`src/rtl/arb_pkg.sv`:
```
`default_nettype none
// ============================================================================
// Package     : arb_pkg
// Description : Shared constants, FSM state encoding and helpers for the
//               8-way round-robin arbiter (rr_arbiter8 / rr_pick8).
// Contents    : N_REQ  - number of requesters
//               ID_W   - width of a requester index
//               HOLD_W - width of the optional grant-hold counter
//               state_t (ST_IDLE / ST_GRANT), id_to_onehot()
// Revision    : 1.0 - initial release
// ============================================================================
package arb_pkg;

    localparam int N_REQ  = 8;
    localparam int ID_W   = 3;
    localparam int HOLD_W = 16;

    typedef enum logic [0:0] {
        ST_IDLE  = 1'b0,
        ST_GRANT = 1'b1
    } state_t;

    // Binary requester index to one-hot grant vector.
    function automatic logic [N_REQ-1:0] id_to_onehot(input logic [ID_W-1:0] id);
        return N_REQ'(1) << id;
    endfunction

endpackage : arb_pkg
`default_nettype wire

```
`src/rtl/rr_pick8.sv`:
```
`default_nettype none
// ============================================================================
// Module      : rr_pick8
// Description : Combinational rotating-priority picker. Scans req starting at
//               index ptr and wrapping modulo 8; the first set bit wins.
// Ports       : req        in  [7:0] request vector
//               ptr        in  [2:0] index holding highest priority
//               any        out       OR of all request bits
//               win_id     out [2:0] index of the winner (ptr when no request)
//               win_onehot out [7:0] one-hot winner, zero when no request
// Revision    : 1.0 - initial release
// ============================================================================
module rr_pick8
    import arb_pkg::*;
(
    input  logic [N_REQ-1:0] req,
    input  logic [ID_W-1:0]  ptr,
    output logic             any,
    output logic [ID_W-1:0]  win_id,
    output logic [N_REQ-1:0] win_onehot
);

    logic [2*N_REQ-1:0] w_req_dbl;
    logic [N_REQ-1:0]   w_req_rot;
    logic [ID_W-1:0]    w_offset;

    assign any = |req;

    always_comb begin
        // Doubling the vector turns the rotation into a plain part-select:
        // w_req_rot[i] corresponds to req[(ptr + i) mod 8].
        w_req_dbl = {req, req};
        w_req_rot = w_req_dbl[ptr +: N_REQ];

        // Lowest set bit of the rotated vector is the nearest requester at or
        // after ptr; scan downwards so the lowest index is written last.
        w_offset = '0;
        for (int i = N_REQ - 1; i >= 0; i--) begin
            if (w_req_rot[i]) begin
                w_offset = ID_W'(i);
            end
        end

        // Un-rotate: 3-bit addition wraps modulo 8 naturally.
        win_id     = ptr + w_offset;
        win_onehot = any ? id_to_onehot(win_id) : '0;
    end

endmodule : rr_pick8
`default_nettype wire

```
`src/rtl/rr_arbiter8.sv`:
```
`default_nettype none
// ============================================================================
// Module      : rr_arbiter8
// Description : Round-robin arbiter sharing one resource among 8 requesters.
//               A grant is held until the owner pulses done; on release the
//               priority pointer moves to owner+1 and the next pick happens
//               in the same edge (back-to-back, no idle cycle).
// Parameters  : PTR_RST  - index holding highest priority after reset (0-7)
//               HOLD_MAX - max grant length in cycles (1-65535), used only
//                          when ARB_TIMEOUT_EN is defined
// Macro       : ARB_TIMEOUT_EN - enables the grant-hold counter and forced
//                          release with a one-cycle timeout pulse
// Ports       : clk       in        rising-edge clock
//               rst_n     in        synchronous active-low reset
//               req       in  [7:0] request vector
//               done      in        owner releases resource (GRANT only)
//               gnt       out [7:0] registered one-hot grant, zero when idle
//               gnt_valid out       OR of gnt
//               gnt_id    out [2:0] index of owner, holds last value in idle
//               any_req   out       combinational OR of req
//               timeout   out       one-cycle pulse after a forced release
// Revision    : 1.0 - initial release
// ============================================================================
module rr_arbiter8
    import arb_pkg::*;
#(
    parameter int PTR_RST  = 0,
    parameter int HOLD_MAX = 255
) (
    input  logic             clk,
    input  logic             rst_n,
    input  logic [N_REQ-1:0] req,
    input  logic             done,
    output logic [N_REQ-1:0] gnt,
    output logic             gnt_valid,
    output logic [ID_W-1:0]  gnt_id,
    output logic             any_req,
    output logic             timeout
);

    localparam logic [ID_W-1:0] c_PTR_RST = ID_W'(PTR_RST);

    // Out-of-range HOLD_MAX builds nothing extra; the named scope makes the
    // bad configuration visible in the elaborated hierarchy.
    if ((HOLD_MAX < 1) || (HOLD_MAX > 65535)) begin : g_hold_max_out_of_range
    end

    state_t           state_q,   state_d;
    logic [ID_W-1:0]  ptr_q,     ptr_d;
    logic [N_REQ-1:0] gnt_q,     gnt_d;
    logic [ID_W-1:0]  gnt_id_q,  gnt_id_d;
    logic             timeout_q, timeout_d;

    logic             w_any;
    logic [ID_W-1:0]  w_win_id;
    logic [N_REQ-1:0] w_win_onehot;
    logic [ID_W-1:0]  w_pick_ptr;
    logic             w_force;
    logic             w_release;

    // In GRANT the only pick that matters is the one taken on release, which
    // must already use the advanced pointer owner+1; in IDLE the stored
    // pointer applies.
    assign w_pick_ptr = (state_q == ST_GRANT) ? (gnt_id_q + ID_W'(1)) : ptr_q;

    rr_pick8 u_pick (
        .req        (req),
        .ptr        (w_pick_ptr),
        .any        (w_any),
        .win_id     (w_win_id),
        .win_onehot (w_win_onehot)
    );

`ifdef ARB_TIMEOUT_EN
    localparam logic [HOLD_W-1:0] c_HOLD_LAST = HOLD_W'(HOLD_MAX - 1);

    logic [HOLD_W-1:0] hold_q, hold_d;

    // A done on the same edge takes precedence, so no timeout is flagged.
    assign w_force = (state_q == ST_GRANT) && !done && (hold_q == c_HOLD_LAST);

    // Counts completed GRANT cycles of the current owner; any release (which
    // either idles or starts a fresh grant) restarts it from zero.
    always_comb begin
        hold_d = '0;
        if ((state_q == ST_GRANT) && !w_release) begin
            hold_d = hold_q + HOLD_W'(1);
        end
    end

    always_ff @(posedge clk) begin
        if (!rst_n) begin
            hold_q <= '0;
        end else begin
            hold_q <= hold_d;
        end
    end
`else
    assign w_force = 1'b0;
`endif

    assign w_release = done || w_force;

    always_comb begin
        state_d   = state_q;
        ptr_d     = ptr_q;
        gnt_d     = gnt_q;
        gnt_id_d  = gnt_id_q;
        timeout_d = 1'b0;

        case (state_q)
            ST_IDLE: begin
                if (w_any) begin
                    state_d  = ST_GRANT;
                    gnt_d    = w_win_onehot;
                    gnt_id_d = w_win_id;
                end
            end
            ST_GRANT: begin
                if (w_release) begin
                    ptr_d     = gnt_id_q + ID_W'(1);
                    timeout_d = w_force;
                    if (w_any) begin
                        gnt_d    = w_win_onehot;
                        gnt_id_d = w_win_id;
                    end else begin
                        state_d = ST_IDLE;
                        gnt_d   = '0;
                    end
                end
            end
            default: begin
                state_d = ST_IDLE;
                gnt_d   = '0;
            end
        endcase
    end

    always_ff @(posedge clk) begin
        if (!rst_n) begin
            state_q   <= ST_IDLE;
            ptr_q     <= c_PTR_RST;
            gnt_q     <= '0;
            gnt_id_q  <= '0;
            timeout_q <= 1'b0;
        end else begin
            state_q   <= state_d;
            ptr_q     <= ptr_d;
            gnt_q     <= gnt_d;
            gnt_id_q  <= gnt_id_d;
            timeout_q <= timeout_d;
        end
    end

    assign gnt       = gnt_q;
    assign gnt_valid = |gnt_q;
    assign gnt_id    = gnt_id_q;
    assign any_req   = w_any;
    assign timeout   = timeout_q;

endmodule : rr_arbiter8
`default_nettype wire

```
`config.mk`:
```
export PLATFORM = sky130hd
export DESIGN_NAME = rr_arbiter8
export DESIGN_NICKNAME = d
export VERILOG_FILES = /design/src/rtl/arb_pkg.sv /design/src/rtl/rr_pick8.sv /design/src/rtl/rr_arbiter8.sv
export SDC_FILE = /design/constraint.sdc
export NUM_CORES = 1
export LEC_CHECK = 0
export BUFFER_PORTS_ARGS = -buffer_cell sky130_fd_sc_hd__buf_2
export CAP_MARGIN = 15
export CORE_MARGIN = 3
export CORE_UTILIZATION = 56
export CTS_CLUSTER_SIZE = 20
export DETAILED_ROUTE_END_ITERATION = 12
export HOLD_SLACK_MARGIN = 0.05
export PLACE_DENSITY_LB_ADDON = 0.12
export RECOVER_POWER = 50
export SETUP_SLACK_MARGIN = 0.4
export SYNTH_ARGS = -nofsm -noshare
export SYNTH_HDL_FRONTEND = slang
export SYNTH_HIERARCHICAL = 1
export SYNTH_SLANG_ARGS = --single-unit
```
`constraint.sdc`:
```
create_clock -name clk -period 5.1 [get_ports clk]
set_clock_uncertainty 0.15 [all_clocks]
set_input_delay 0.51 -clock clk [delete_from_list [all_inputs] [get_ports clk]]
set_output_delay 0.51 -clock clk [all_outputs]
set_load 0.02 [all_outputs]
```
==> impl.org, run 1 <==
** Run status
- The run finished with clean final reports.

** Yosys
- Sequential cell area fraction in the yosys report :: 20.8%
- Mean cell area of the mapped netlist :: 7.40 um^2
- During synthesis, Yosys emitted a total of 6 warnings.
- Yosys mapped a number of flops with a built-in enable equal to 0.
- The mapped netlist covers about 1400 um^2.
- Synthesis handed over a netlist of ~200 instances.
- After synthesis, the netlist uses 57 different library cells.
- Number of flip-flops and latches in the synthesized netlist :: 15
- Most used flip-flop cell after synthesis :: sky130_fd_sc_hd__dfxtp_1
- Counting every net in the synthesized netlist gives 209.
- Proportion of synthesized flip-flops having asynchronous set or reset :: 0%

** Setup path
- For this run, the slowest stage of the critical path takes 0.63 ns.
- Along the worst path, the maximum fanout reaches 10.
- Cells traversed along the worst timing path :: ha_1, xnor2_1, a21oi_1, mux4_2, and2_1, a311o_1, a31o_1, nor3_1, a211oi_1, ha_1, inv_1, fa_1, inv_1, nand3_1, and2b_1, nand2_1, o22ai_1
- Data required, critical path :: just over 5 ns
- Crit end category :: flop
- Crit path buf inv count :: 2
- On the critical path, the stage with the largest delay is an instance of sky130_fd_sc_hd__a21oi_1.
- Among cell families on the critical path, the largest total delay comes from compound AO/OA/AOI/OAI gates.
- STA classifies the critical path startpoint as a flop.
- Worst Path Class, Setup :: flop to flop
- Arrival @ worst endpoint :: 4.31 ns

** Clock tree
- TritonCTS clock tree :: built
- Clock Root Buffer :: sky130_fd_sc_hd__clkbuf_4
- Buffers added to address setup during post-CTS repair amount to 0.
- At the later pin of the worst-skew pair, clock insertion delay measures approximately 0.28 ns.
- In this run the number of H-tree levels came out at 1.
- The number of clock buffers added by TritonCTS is 3.
- Total of hold buffers inserted after clock tree synthesis :: 0
- Resized cells post-CTS :: 0
- Maximum root-to-sink buffer count :: 2
- Clock-pin slew reported for the worst setup and hold paths after clock tree synthesis :: ~0.080 ns
- CTS saw 15 sinks.

** Routing
- Wire length after detailed routing :: around 3500 um
- Antenna violation net count after detailed routing :: 0
- For this block, the initial DRC count from the detailed router was between 70 and 80.
- Number of iterations in the first detailed-routing pass :: 5
- Wire length per cell :: between 10 and 15 um
- The detailed router placed 1,527 vias in this run.
- After detailed routing, the number of remaining DRC violations is 0.
- Via/cell ratio :: roughly 6.4

** Power and ir drop
- Maximum VDD drop :: 0.470 mV
- Summed over all cells, the static leakage comes to around 0.63 nW.
- In this run the power density over the cells is slightly below 500 nW/um^2.
- The completed layout was analyzed and its total power is 0.755 mW.

** Placement
- Dpl cell area :: between 1500 and 2000 um^2
- Number of buffers inserted by port buffering :: 23
- After detailed placement, the design holds a cell count of 233.
- Detailed placement ended at an HPWL of 2630 um.
- Routability Congestion :: ~0.88
- Post-place setup slack :: 0.925 ns

** STA
- Pins Over Slew Limit :: 0
- Worst-Margin Slew :: approximately 0.76 ns
- RSZ-0062 raised after global routing :: false
- The worst path in the final design needs a cycle of 4.25 ns, including I/O delays and setup.
- In the final timing run, aggregate negative setup slack is 0 ns.
- Setup violations remaining at the end of the flow were counted as 0.
- Highest clock frequency the design can meet :: around 240 MHz
- Setup WS post-layout :: 0.849 ns
- The number of endpoints with negative hold slack in the final report came to 0.
- Worst slew margin :: between 40% and 50%
- Final worst hold slack :: 0.319 ns
- Portion of the clock cycle consumed by the worst path in the final layout :: between 80% and 90%

** Die
- Die extent in y :: 56.8 um
- The floorplan step defined a die boundary enclosing 3220 um^2.
- Cell row count :: 17
- Starting density of the core :: between 60% and 70%
- Count of boundary I/O pins :: 25
- Chip Width :: 56.8 um
- Core area :: 2320 um^2

** Layout
- Multi-input logic area :: 1020 um^2
- At the end of the flow, the number of nets in the layout was 224.
- In the final layout, flip-flops and latches occupy around 300 um^2.
- After routing the design area is roughly 1500 um^2.
- Compared with the post-synthesis result, the final layout area differs by 5.98%.
- Number of fillers in the final layout :: 219
- Share of final-layout standard cells stronger than drive strength 1 :: 13.9%
- Most frequent standard cell in the layout excluding fill and tap cells :: sky130_fd_sc_hd__nand2_1
- Cell Count, Final, Fillers Out :: 237
- Commonest cells after routing, fill and taps aside :: 37 x sky130_fd_sc_hd__nand2_1, 15 x sky130_fd_sc_hd__dfxtp_1, 14 x sky130_fd_sc_hd__nor2_1
- 0 antenna diodes ended up in the layout.
- At the end of the flow the core is filled with cells to between 60 and 70%.

** Min path
- Kind of path behind the tightest hold check :: flop to flop

** GRT
- Global routing used 22.3% of the available tracks across all layers.
- Congestion Overflow GR :: 0
- After global routing, the most crowded layer is met2.
- For this run, global-route usage on met1 was measured as 26.9%.
- For this run, global-route usage on met3 was measured as 1.61%.
- The number of antenna violations at the first check in global routing came to 0.
- Entering global routing, the biggest net connects 29 pins.
- In the global route stage, met2 resource usage came out at around two fifths.
- The first global-routing pass estimated 5980 um of wire.
- Vias in the first global route :: 1,408

** Flow run
- Across the run, the number of max-cap violations was 0.
## kinds of logic (layout without fill, tap and decap cells)
| logic type | count (synthesis) | after routing | synth area share [%] |
|---|---|---|---|
| buf+inv | 24 | 38 | 8.93 |
| fa+ha+maj | 3 | 3 | 3.12 |
| simple gates | 86 | 86 | 29.8 |
| compound gates | 53 | 53 | 25.6 |
| mux | 11 | 11 | 9.71 |
| xor+xnor | 2 | 2 | 1.74 |
| other cells | 1 | 1 | 0.260 |
| flops | 15 | 15 | 20.8 |
## power breakdown
group | internal, mW | total, mW | leakage [nW] | switching, mW
Sequential | 0.154 | 0.187 | 0.123 | 0.0328
Clock | 0.0303 | 0.0660 | 0.0150 | 0.0356
Combinational | 0.192 | 0.502 | 0.496 | 0.309
## sequential cells by signal, summed over array words and instances (netlist names)
name / flops
gnt: 8
gnt_id: 3
ptr_q: 3
state_q: 1
## Yosys cell counts, types with 2 or more instances
cell type                  number  area share, %
sky130_fd_sc_hd__nand2_1       37            9.6
sky130_fd_sc_hd__dfxtp_1       15             21
sky130_fd_sc_hd__nor2_1        14            3.6
sky130_fd_sc_hd__a21oi_1       10            3.5
sky130_fd_sc_hd__inv_1          8            2.1
sky130_fd_sc_hd__mux2i_1        8            5.6
sky130_fd_sc_hd__o22ai_1        8            3.5
sky130_fd_sc_hd__nand3_1        7            2.4
sky130_fd_sc_hd__clkbuf_1       6            1.6
sky130_fd_sc_hd__o21ai_0        6            2.1
sky130_fd_sc_hd__and2b_1        5            2.6
sky130_fd_sc_hd__a211oi_1       4            2.1
sky130_fd_sc_hd__a31oi_1        4            1.7
sky130_fd_sc_hd__buf_2          4            1.4
sky130_fd_sc_hd__buf_6          4            3.1
sky130_fd_sc_hd__nor3_1         4            1.4
sky130_fd_sc_hd__nand2b_1       3            1.3
sky130_fd_sc_hd__o21ai_1        3            1.0
sky130_fd_sc_hd__a311o_1        2            1.4
sky130_fd_sc_hd__and3_1         2           0.87
sky130_fd_sc_hd__ha_1           2            1.7
sky130_fd_sc_hd__nor3b_1        2            1.0
sky130_fd_sc_hd__nor4_1         2           0.87
sky130_fd_sc_hd__o211a_1        2            1.4
## tightest hold or removal path, cell delays in order, from the launching register on
cell and delay, ns:
sky130_fd_sc_hd__dfxtp_1 0.32, sky130_fd_sc_hd__nand2_1 0.05, sky130_fd_sc_hd__a21oi_1 0.05
## area by class of cell
| cell class | count | share of cell area [%] |
|---|---|---|
| tap | 28 | 2.29 |
| multi-input combinational | 156 | 66.5 |
| clock buffer | 4 | 1.72 |
| inverter | 9 | 2.21 |
| timing repair buffer | 25 | 7.61 |
| sequential | 15 | 19.6 |
## worst paths after layout
check	slack, ns	end	start	cells after the start
worst max-delay path	0.85	gnt[7]	gnt_id[0]	17
worst min-delay path	0.32	ptr_q[0]	ptr_q[0]	2
worst max register to register	0.85	gnt[7]	gnt_id[0]	17
worst min register to register	0.32	ptr_q[0]	ptr_q[0]	2
## metal layers
metal / up-vias / routed length, um / share of wire (%)
met5: - / 0 / 0
met4: 0 / 85 / 2.4
met3: 14 / 237 / 6.8
met2: 88 / 1740 / 50
met1: 697 / 1450 / 41
li1: 728 / - / -
No activity file was read; power rests on OpenSTA's default activity.
==> run 2: changes to the inputs <==
- clock period: 5.1 -> 4 ns (I/O delays scaled with it)
==> run 2 against run 1 <==
  * Sequential power is 28% higher
  * Final area is 16% higher
  * Maximum frequency is 15% higher
  * Worst setup slack worse by 0.54 ns
  * Wire length is 20% higher
  * Via count is 7.8% higher
==> impl.org, run 2 (synthesized netlist as in run 1, its figures left out) <==
** GRT
- Vias in the first global route :: 1,454 (was 1,408)
- The global routing met1 resource utilization came to 28.8% (was 26.9%).
- Antenna violations before repair :: 0 (unchanged)
- Global routing's busiest layer :: met2 (unchanged)
- The wire length of the first global-routing pass came to 6470 um (was 5980 um).
- The aggregate global-route resource usage came to 24.7% (was 22.3%).
- Maximum number of pins on one net before global-route repair :: 24 (was 29)
- Congestion Overflow GR :: 0 (unchanged)
- The met2 track demand over resource in global routing came to 43.2% (was 39.9%).
- The global routing met3 resource utilization was 2.99% (was 1.61%).

** STA
- The worst hold margin was 0.271 ns (was 0.319 ns).
- The worst-margin pin slew was 0.641 ns (was 0.762 ns).
- RSZ-0062 raised after global routing: true (was false).
- The number of setup violations in the final report is 0 (unchanged).
- The worst slew margin relative to its limit is 57.0% (was 49.2%).
- The time the final worst path needs with I/O delays and setup is 3.69 ns (was 4.25 ns).
- The final setup TNS came to 0 ns (unchanged).
- Pins Over Slew Limit :: 0 (unchanged)
- The number of endpoints with negative hold slack in the final report came to 0 (unchanged).
- The share of the clock period used by the worst path was 92.3% (was 83.4%).
- The maximum achievable frequency is 271 MHz (was 235 MHz).

** Setup path
- The worst endpoint data arrival time was 3.75 ns (was 4.31 ns).
- The category of the worst setup path launch point is a flop (unchanged).
- The critical path class is flop to flop (unchanged).
- Critical path peak fanout :: 4 (was 10)
- The element type at the critical path end was a flop (unchanged).
- The data required time of the critical path came to 4.06 ns (was 5.15 ns).

** Routing
- DRC marker count from the first detailed-route iteration :: 87 (was 72)
- Post-detailed-route DRC marker count :: 0 (unchanged)
- The detailed-route wire length came to 4210 um (was 3510 um).
- Via/cell ratio :: 6.51 (was 6.44)
- The number of nets with antenna violations after detailed routing was 0 (unchanged).
- The detailed-router iteration count before antenna repair came to 5 (unchanged).
- Wire length per cell :: 16.7 um (was 14.8 um)
- Via count :: 1,646 (was 1,527)

** Min path
- The kind of path behind the tightest hold check is input port to flop (was flop to flop).

** Clock tree
- The clock root buffer is sky130_fd_sc_hd__clkbuf_4 (unchanged).
- Total of hold buffers inserted after clock tree synthesis :: 0 (unchanged)
- Clock-pin slew reported for the worst setup and hold paths after clock tree synthesis :: 0.09 ns (was 0.08 ns)
- The number of buffers on the longest clock path was 2 (unchanged).
- TritonCTS clock tree :: built (unchanged)
- The number of sinks on the clock net came to 15 (unchanged).
- Number of buffers inserted during clock tree synthesis :: 3 (unchanged)
- The total number of H-tree levels came to 1 (unchanged).
- The clock insertion delay at the later pin of the skew report is 0.29 ns (was 0.28 ns).

** Layout
- The area taken by multi-input logic gates is 1130 um^2 (was 1020 um^2).
- The number of antenna diodes is 0 (unchanged).
- The final cell count without fillers is 253 (was 237).
- The share of the core filled with cells in the final layout came to 76.5% (was 65.9%).
- Commonest cells after routing, fill and taps aside: 37 x sky130_fd_sc_hd__nand2_1, 14 x sky130_fd_sc_hd__nor2_1, 14 x sky130_fd_sc_hd__buf_2, 14 x sky130_fd_sc_hd__dfxtp_1, 12 x sky130_fd_sc_hd__clkbuf_1 (was 37 x sky130_fd_sc_hd__nand2_1, 15 x sky130_fd_sc_hd__dfxtp_1, 14 x sky130_fd_sc_hd__nor2_1).
- The area growth from synthesis to layout is 22.9% (was 5.98%).
- Number of flip-flops in the largest register :: 8 (unchanged)
- Most frequent standard cell in the layout excluding fill and tap cells :: sky130_fd_sc_hd__nand2_1 (unchanged)
- Number of nets in the finished design :: 240 (was 224)
- The fraction of layout instances using a drive strength above 1 is 27.1% (was 13.9%).
- The number of fillers in the final layout is 188 (was 219).
- Reg area :: 302 um^2 (was 300 um^2)

** Placement
- The quantity of I/O buffers inserted on ports came to 23 (unchanged).
- The detailed-placement wirelength estimate is 2510 um (was 2630 um).
- The global placer's final weighted congestion is 0.911 (was 0.876).
- Cells after DPL :: 234 (was 233)

** Flow run
- Max-cap violations :: 0 (unchanged)

** Die
- The total number of placement rows is 17 (unchanged).
- The vertical die dimension came to 56.8 um (unchanged).
- The die boundary width was 56.8 um (unchanged).
- Core area :: 2320 um^2 (unchanged)
- The area of the die is 3220 um^2 (unchanged).
- Starting density of the core :: 62.2% (unchanged)
- The number of top-level design ports was 25 (unchanged).

** Run status
- Result of the run: finished clean (unchanged).

** Power and ir drop
- The total power consumption of the routed design was 1.18 mW (was 0.755 mW).
- The power density over the cells is 663 nW/um^2 (was 494 nW/um^2).
- The maximum vdd ir drop came to 0.615 mV (was 0.470 mV).
- Static power due to leakage :: 0.728 nW (was 0.634 nW)
## run 2: final cells by class
type,count,share of cell area (%)
Timing Repair Buffer,40,13.7
Clock buffer,4,1.48
Inverter,9,1.91
Tap cell,28,1.98
Sequential cell,15,17.0
Multi-Input combinational cell,157,63.9
## run 2: power by group
part	total (mW)	switching, mW	internal [mW]
sequential	0.240	0.0422	0.197
clock	0.0897	0.0509	0.0388
combinational	0.846	0.482	0.365
## run 2: worst paths after layout
kind	start	to	slack [ns]	depth (start not counted)
setup / recovery	gnt_id[0]	gnt[7]	0.31	18
hold reg to reg	ptr_q[1]	ptr_q[1]	0.32	2
hold / removal	done	ptr_q[2]	0.27	2
setup reg to reg	gnt_id[0]	gnt[7]	0.31	18
## run 2: routing by layer
layer,wire length (um),share of wire [%]
met4,110,2.6
met3,282,6.7
met2,2130,51
met5,0,0
met1,1690,40
## run 2: repair_timing
item	4_1_cts	5_1_grt
endpoints found under the hold margin	0	0
endpoints found under the setup margin	9	10
pin swaps	10	7
buffers inserted	11	2
resized for setup	20	9
gates cloned	1	1
## run 2: through the flow
step                      instance area [um^2]  setup WS (ns)
after floorplan                           1450          0.396
after global placement                    1530          0.328
after detailed placement                  1530          0.199
after CTS                                 1720          0.425
after global routing                      1770          0.164
final                                     1770          0.309
## run 2: worst max-delay path: stages, from the launching register on
cell,delay [ns]
sky130_fd_sc_hd__dfxtp_1,0.43
sky130_fd_sc_hd__ha_4,0.19
sky130_fd_sc_hd__xnor2_4,0.08
sky130_fd_sc_hd__a21oi_4,0.25
sky130_fd_sc_hd__buf_6,0.13
sky130_fd_sc_hd__nor3b_1,0.04
sky130_fd_sc_hd__a311o_1,0.28
sky130_fd_sc_hd__a311o_1,0.35
sky130_fd_sc_hd__a31o_1,0.22
sky130_fd_sc_hd__o211ai_1,0.12
sky130_fd_sc_hd__a211oi_2,0.10
sky130_fd_sc_hd__ha_2,0.19
sky130_fd_sc_hd__inv_2,0.05
sky130_fd_sc_hd__fa_2,0.45
sky130_fd_sc_hd__inv_2,0.10
sky130_fd_sc_hd__nand3_2,0.09
sky130_fd_sc_hd__and2b_1,0.20
sky130_fd_sc_hd__nand2_1,0.04
sky130_fd_sc_hd__o22ai_1,0.15
